===== src/rtl/carry_skip_16bit.sv =====
// carry_skip_16bit: registered 16-bit a+b+cin built from four 4-bit ripple blocks with carry-skip muxes
module carry_skip_16bit (
  input  logic        clk,
  input  logic        rst_n,
  input  logic [15:0] a,
  input  logic [15:0] b,
  input  logic        cin,
  output logic [15:0] sum,
  output logic        cout
);
  logic [15:0] w_p;
  logic [15:0] w_g;
  logic [15:0] w_s;
  logic [4:0]  w_bc;
  logic        w_r;
  logic [15:0] r_sum;
  logic        r_cout;
  assign w_p = a ^ b;
  assign w_g = a & b;
  // w_bc[k] is the carry into block k; a fully propagating block forwards it unchanged
  always_comb begin
    w_bc = {4'b0, cin};
    w_s = '0;
    w_r = 1'b0;
    for (int k = 0; k < 4; k++) begin
      w_r = w_bc[k];
      for (int i = 0; i < 4; i++) begin
        w_s[4*k+i] = w_p[4*k+i] ^ w_r;
        w_r = w_g[4*k+i] | (w_p[4*k+i] & w_r);
      end
      w_bc[k+1] = (&w_p[4*k +: 4]) ? w_bc[k] : w_r;
    end
  end
  always_ff @(posedge clk or negedge rst_n) begin
    if (!rst_n) begin
      r_sum  <= '0;
      r_cout <= 1'b0;
    end else begin
      r_sum  <= w_s;
      r_cout <= w_bc[4];
    end
  end
  assign sum  = r_sum;
  assign cout = r_cout;
endmodule


===== config.mk =====
export PLATFORM = sky130hd
export DESIGN_NAME = carry_skip_16bit
export DESIGN_NICKNAME = d
export VERILOG_FILES = /design/src/rtl/carry_skip_16bit.sv
export SDC_FILE = /design/constraint.sdc
export NUM_CORES = 1
export LEC_CHECK = 0
export CAP_MARGIN = 5
export CORE_UTILIZATION = 43
export CTS_CLUSTER_SIZE = 40
export DETAILED_ROUTE_END_ITERATION = 6
export GPL_TIMING_DRIVEN = 1
export PLACE_DENSITY = 0.89
export SYNTH_ARGS = -nofsm -noshare
export SYNTH_HDL_FRONTEND = slang
export SYNTH_SLANG_ARGS = --single-unit
export TNS_END_PERCENT = 5

===== constraint.sdc =====
create_clock -name clk -period 1.2 [get_ports clk]
set_clock_uncertainty 0.15 [all_clocks]
set_input_delay 0.24 -clock clk [delete_from_list [all_inputs] [get_ports clk]]
set_output_delay 0.24 -clock clk [all_outputs]
set_load 0.03 [all_outputs]

=== Yosys cells after proc, flatten, opt, wreduce, memory -nomap -nowiden ===
Cells that the tools add are included.

* Mux-type cells: 4
* Reductions and logical operators: 4
* Bitwise operators: 50

{| class="wikitable"
|+ Operators with widths
! operator !! count
|-
| 1-bit bitwise AND || 16
|-
| 16-bit bitwise AND || 1
|-
| 1-bit OR || 16
|-
| 4-bit AND reduction || 4
|-
| 1-bit bitwise XOR || 16
|-
| 16-bit bitwise XOR || 1
|-
| 1-bit two-way mux || 4
|}

* Input port bits: 35
* Output and inout port bits: 17
* Bits in registers: 17
* Logic and storage cells: 60

=== Longest topological paths before layout ===
Gate-level depths: netlist (run 1).

* Word-level depth: 37
* Mapped depth: 25
* Depth with buffers taken out: 25

=== Worst setup path after synthesis (run 1) ===
No wires, ideal clock.

* Kind: input port to flip-flop
* Start point: input a[0]
* End point: register r_sum[15] (netlist: sum[15])
* Setup slack: -5.910 ns
* Data required time: 0.986 ns
* Stages on the path: 25
* Arrival time: 6.896 ns
* Setup time: 0.064 ns
* Cell sequence: inv_1 > fa_1 > inv_1 > fa_1 > fa_1 > fa_1 > mux2_4 > fa_1 > fa_1 > fa_1 > fa_1 > a41oi_1 > nor2_1 > fa_1 > fa_1 > fa_1 > fa_1 > nand2_1 > nand2_1 > fa_1 > fa_1 > fa_1 > inv_1 > fa_1 > inv_1

* Word-level cells in the longest chain between the ends: 35
* Elaborated cells on any way between the ends: 37
* Those cells by class: mux (3); bitwise (33); reduce/logical (1)

{| class="wikitable"
|+ RTL lines
! item !! RTL line !! source
|-
| start: declaration || 5 || <nowiki>input logic [15:0] a,</nowiki>
|-
| 16-bit bitwise XOR || 18 || <nowiki>assign w_p = a ^ b;</nowiki>
|-
| 1-bit bitwise AND || 29 || <nowiki>w_r = w_g[4*k+i] | (w_p[4*k+i] & w_r);</nowiki>
|-
| 1-bit OR || 29 ||
|-
| 1-bit bitwise AND || 29 ||
|-
| 1-bit OR || 29 ||
|-
| 1-bit bitwise AND || 29 ||
|-
| 1-bit OR || 29 ||
|-
| 1-bit bitwise AND || 29 ||
|-
| [... 20 more ...] || n/a ||
|-
| 1-bit bitwise AND * || 29 ||
|-
| 1-bit OR * || 29 ||
|-
| 1-bit bitwise AND * || 29 ||
|-
| 1-bit OR * || 29 ||
|-
| 1-bit bitwise AND * || 29 ||
|-
| 1-bit OR * || 29 ||
|-
| 1-bit bitwise XOR * || 28 || <nowiki>w_s[4*k+i] = w_p[4*k+i] ^ w_r;</nowiki>
|-
| named net w_s[15] || 13 || <nowiki>logic [15:0] w_s;</nowiki>
|-
| end signal: assignment || 39 || <nowiki>r_sum <= w_s;</nowiki>
|-
| end: declaration || 16 || <nowiki>logic [15:0] r_sum;</nowiki>
|}

The timed path passes the listed nets; every way through them passes the cells marked *.

=== Worst setup path in the final report (run 1) ===
* Start point: input b[0]
* End point: register r_sum[15] (netlist: sum[15])

* Word-level cells in the longest chain between the ends: 35
* Elaborated cells on any way between the ends: 37
* Those cells by class: mux (3); bitwise (33); reduce/logical (1)

{| class="wikitable"
|+ RTL lines
! item !! RTL line !! source
|-
| start: declaration || 6 || <nowiki>input logic [15:0] b,</nowiki>
|-
| 16-bit bitwise XOR || 18 ||
|-
| 1-bit bitwise AND || 29 ||
|-
| 1-bit OR || 29 ||
|-
| 1-bit bitwise AND || 29 ||
|-
| 1-bit OR || 29 ||
|-
| 1-bit bitwise AND || 29 ||
|-
| 1-bit OR || 29 ||
|-
| 1-bit bitwise AND || 29 ||
|-
| [... 20 more ...] || n/a ||
|-
| 1-bit bitwise AND * || 29 ||
|-
| 1-bit OR * || 29 ||
|-
| 1-bit bitwise AND * || 29 ||
|-
| 1-bit OR * || 29 ||
|-
| 1-bit bitwise AND * || 29 ||
|-
| 1-bit OR * || 29 ||
|-
| 1-bit bitwise XOR * || 28 ||
|-
| named net w_s[15] || 13 ||
|}

Marked as above.

==> flow_metrics.env, run 1 <==
export IMPL_slew_headroom=0.851
export IMPL_grt_pass1_wl_um=4950
export IMPL_vdd_drop_max_v=0.000914
export IMPL_wl_per_cell_um=16.5
export IMPL_antenna_cells=0
export IMPL_cts_tree="yes"
export IMPL_grt_ovfl_total=0
export IMPL_routed_via_density=4.57
export IMPL_drt_iter0_markers=11
export IMPL_die_x_um=51.9
export IMPL_outcome="finished with violations"
export IMPL_grt_pass1_vias=1008
export IMPL_synth_cell_types=12
export IMPL_drive_gt1_frac=0.531
export IMPL_whs_ns=0.0904
export IMPL_drtPass1Iterations=4
export IMPL_rsz0062_at_grt="yes"
export IMPL_synth_area_per_cell_um2=14.8
export IMPL_crit_type="input pin to register"
export IMPL_critPathTopFamily="adder cells"
export IMPL_start_util=0.469
export IMPL_h_tree_depth=1
export IMPL_ys_warn_count=0
export IMPL_setup_slack_ns=-5.49
export IMPL_area_growth_pct=86.9
export IMPL_slew_violations=0
export IMPL_finalCriticalPeriod_ns=6.69
export IMPL_p_leak_uw=0.000932
export IMPL_ant_nets=0
export IMPL_grt_use_total=0.274
export IMPL_synth_area_mm2=0.00107
export IMPL_min_period_over_period=5.57
export IMPL_vias=868
export IMPL_clk_pin_slew_ns=0.09
export IMPL_cpMostUsedCell="fa_2"
export IMPL_violations="setup timing"
export IMPL_cts_root_buffer="clkbuf_4"
export IMPL_gp_congestion=0.784
export IMPL_arrival_ns=6.78
export IMPL_nets=230
export IMPL_max_clock_path_buffers=2
export IMPL_core_mm2=0.00228
export IMPL_numCtsBuffers=3
export IMPL_finalSetupViolCount=32
export IMPL_ys_seq_area_frac=0.398
export IMPL_row_count=17
export IMPL_p_total_uw=2160
export IMPL_fmax_mhz=150
export IMPL_die_area_mm2=0.00269
export IMPL_postCtsHoldBufs=0
export IMPL_cts_sinks=17
export IMPL_path_max_fanout=2
export IMPL_critical_path_depth=26
export IMPL_drc=0
export IMPL_slowest_stage="fa_1"
export IMPL_grt_antenna_before_repair=0
export IMPL_grt_max_degree=18
export IMPL_die_h_um=51.9
export IMPL_hp_class="input pin to asynchronous set/reset pin"
export IMPL_hold_viol_final=0
export IMPL_syn_num_nets=139
export IMPL_cp_num_buf_inv=5
export IMPL_portBuffers=51
export IMPL_tightest_slew_ns=0.223
export IMPL_crit_required_ns=1.29
export IMPL_ys_ff_latch=17
export IMPL_startpoint_type="input pin"
export IMPL_cpPeakStageDelay_ns=0.42
export IMPL_maxCapViolations=0
export IMPL_cellPowerDensity_mw_per_mm2=1080
export IMPL_synthesis_instances=72
export IMPL_io_pins=52
export IMPL_worst_setup_path_end_kind="register"
export IMPL_routed_wl_um=3140
==> how the worst max path moves through the flow <==
stage,startpoint,endpoint,slack (ns)
after floorplan,a[0],sum[15],-5.41
after global placement,b[0],sum[15],-6.00
after detailed placement,a[0],sum[15],-6.24
after CTS,a[0],sum[15],-5.86
after global routing,b[0],sum[15],-5.60
final,b[0],sum[15],-5.49
==> stage by stage <==
stage               TNS (ns)  std cells  cell area, um2  setup slack [ns]  utilization
detailed placement    -58.55        169            1740             -6.24        0.766
global placement      -55.87        169            1740             -6.00        0.766
global route          -47.67        190            2000             -5.60        0.877
floorplan             -47.15         72            1110             -5.41            -
CTS                   -49.75        190            1990             -5.86        0.872
finish                -46.30        190            2000             -5.49        0.877
==> Yosys cell counts (all sizes together) <==
cell,n,area share
o21ai,1,0.0082
ha,16,0.19
a41oi,1,0.0082
fa,16,0.30
nor2,3,0.011
a21oi,1,0.0047
nand4,4,0.023
a22oi,1,0.0070
inv,9,0.032
nand2,2,0.0070
dfrtp,17,0.40
mux2,1,0.014
==> cell families (layout without fill, tap and decap cells) <==
kind of cell,Yosys count,after routing,synth area share
buf+inv,9,99,0.0316
compound gates,4,4,0.0281
mux,1,1,0.0140
flops,17,17,0.398
fa+ha+maj,32,32,0.487
simple gates,9,9,0.0410
==> area by class of cell <==
cell class	count	area (um2)
Clock buffer	4	26.3
Timing Repair Buffer	86	800
Multi-Input combinational cell	46	669
Fill cell	108	279
Inverter	9	41.3
Tap cell	28	35.0
Sequential cell	17	425
==> cell usage in the layout, fill, tap and decap left out, drive strengths merged <==
master,instances
buf,55
clkdlybuf4s50,29
dfrtp,17
ha,16
fa,16
inv,9
nand4,4
clkbuf,4
nor2,3
nand2,2
dlygate4sd2,2
mux2,1
a41oi,1
o21ai,1
a21oi,1
a22oi,1
==> power breakdown <==
part,total [uW],internal [uW],switching [uW],leakage [uW]
combinational,1120,573,543,0.000719
clock,302,130,172,0.0000150
sequential,745,689,56.5,0.000198
total,2160,1390,771,0.000932
==> flip-flops by register name (all words and copies together), names as in the netlist <==
name / flops
cout: 1
sum: 16
==> timing repair <==
action	CTS	global route
pin swaps	18	18
setup endpoints to repair	34	32
gates resized for setup	47	4
buffers inserted	17	2
==> metal layers <==
layer	share of wire	GRT usage	up-vias
met2	0.55	0.479	31
met4	0.018	0.113	0
li1	-	-	404
met1	0.41	0.324	427
met3	0.030	0.0556	6
met5	0	0	-
Note: power is estimated with default switching activity, not from simulation.
==> run 2, diff against run 1 <==
- MAX_ROUTING_LAYER: not set -> met4
==> run 2 against run 1 <==
Effect of this change: the run still ends with setup timing left; wire length unchanged; combinational power about the same; cell count unchanged; sequential power about the same; critical path depth unchanged; die area unchanged; critical path type unchanged.
==> flow_metrics.env, run 2 (synthesis gave the netlist of run 1 again) <==
export IMPL_outcome="finished with violations"
export IMPL_violations="setup timing"
export IMPL_path_max_fanout=2
export IMPL_drc=0
export IMPL_cts_tree="yes"
export IMPL_tightest_slew_ns=0.223
export IMPL_crit_type="input pin to register"
export IMPL_numCtsBuffers=3
export IMPL_wl_per_cell_um=16.5
export IMPL_maxCapViolations=0
export IMPL_grt_max_degree=18
export IMPL_routed_wl_um=3140
export IMPL_top_usage_layer="met2"
export IMPL_worstSetupEndpoint="sum[15]"
export IMPL_nFillCells=108
export IMPL_grt_antenna_before_repair=0
export IMPL_hp_class="input pin to asynchronous set/reset pin"
export IMPL_vdd_drop_max_v=0.000906
export IMPL_antenna_cells=0
export IMPL_largest_reg_flops=16
export IMPL_hold_viol_final=0
export IMPL_whs_ns=0.0931
export IMPL_setup_slack_ns=-5.49
export IMPL_drive_gt1_frac=0.531
export IMPL_slew_headroom=0.851
export IMPL_grt_ovfl_total=0
export IMPL_drtPass1Iterations=4
export IMPL_crit_required_ns=1.29
export IMPL_rsz0062_at_grt="yes"
export IMPL_clk_pin_slew_ns=0.09
export IMPL_finalCriticalPeriod_ns=6.69
export IMPL_ant_nets=0
export IMPL_h_tree_depth=1
export IMPL_min_period_over_period=5.57
export IMPL_nets=230
export IMPL_cts_sinks=17
export IMPL_start_util=0.469
export IMPL_portBuffers=51
export IMPL_fmax_mhz=150
export IMPL_grt_pass1_wl_um=4950
export IMPL_gr_usage_met1=0.324
export IMPL_startpoint_type="input pin"
export IMPL_final_common_cell="buf_4"
export IMPL_grt_pass1_vias=1009
export IMPL_cts_root_buffer="clkbuf_4"
export IMPL_worst_setup_path_end_kind="register"
export IMPL_cellPowerDensity_mw_per_mm2=1080
export IMPL_slew_violations=0
export IMPL_p_leak_uw=0.000932
export IMPL_grt_use_total=0.281
export IMPL_area_growth_pct=86.9
export IMPL_tns_ns=-46.31
export IMPL_layout_common_cells="buf_4, clkdlybuf4s50_1, buf_6"
export IMPL_vias=871
export IMPL_critical_path_startpoint="b[0]"
export IMPL_die_area_mm2=0.00269
export IMPL_drt_iter0_markers=11
export IMPL_die_x_um=51.9
export IMPL_io_pins=52
export IMPL_row_count=17
export IMPL_die_h_um=51.9
export IMPL_routed_via_density=4.58
export IMPL_met2_usage=0.479
export IMPL_arrival_ns=6.78
export IMPL_use_met3=0.0556
export IMPL_max_clock_path_buffers=2
export IMPL_finalSetupViolCount=31
export IMPL_gp_congestion=0.795
export IMPL_core_mm2=0.00228
export IMPL_postCtsHoldBufs=0
-- run 2: cell type report --
type | instances | area [um2] | share of cell area
Timing Repair Buffer | 86 | 800 | 0.400
Multi-Input combinational cell | 46 | 669 | 0.335
Sequential cell | 17 | 425 | 0.213
Inverter | 9 | 41.3 | 0.0207
Tap cell | 28 | 35.0 | 0.0175
Clock buffer | 4 | 26.3 | 0.0132
-- run 2: per-stage QoR --
step	util	setup slack, ns	power [uW]	area, um2	std cells
finish	0.877	-5.49	2160	2000	190
global route	0.877	-5.60	2260	2000	190
CTS	0.872	-5.86	2140	1990	190
detailed placement	0.766	-6.24	1640	1740	169
global placement	0.766	-6.00	1580	1740	169
floorplan	-	-5.41	1140	1110	72
-- run 2: worst min path at each step --
stage	from	end	slack [ns]
global route	rst_n	sum[5]	0.12
global placement	rst_n	sum[0]	0.42
CTS	rst_n	sum[1]	0.11
floorplan	rst_n	cout	-0.21
detailed placement	rst_n	sum[1]	0.42
finish	rst_n	sum[5]	0.09
-- run 2: routing by layer --
| metal | vias to the layer above | share of wire |
|---|---|---|
| li1 | 404 | - |
| met1 | 429 | 0.41 |
| met2 | 31 | 0.55 |
| met3 | 7 | 0.030 |
| met4 | 0 | 0.017 |
| met5 | - | 0 |
-- run 2: timing repair --
action | 4_1_cts | 5_1_grt
buffers inserted | 17 | 2
resized for setup | 47 | 4
pin swaps | 18 | 18
endpoints found under the setup margin | 34 | 32
-- run 2: power breakdown --
group          internal [uW]  leakage (uW)  switching, uW
logic                    573      0.000719            543
clock network            130     0.0000150            170
registers                689      0.000198           56.4
total                   1390      0.000932            770
-- run 2: critical path: stages --
cell and delay (ns):
buf_8 0.10, inv_4 0.04, fa_2 0.19, inv_2 0.04
fa_2 0.33, fa_2 0.34, fa_2 0.34, mux2_4 0.28
fa_2 0.34, fa_2 0.36, fa_2 0.36, fa_2 0.35
a41oi_2 0.22, nor2_2 0.08, fa_2 0.35, fa_2 0.35
fa_2 0.35, fa_2 0.36, nand2_2 0.08, nand2_2 0.07
fa_2 0.34, fa_2 0.35, fa_2 0.34, inv_2 0.06
fa_1 0.42, inv_1 0.08
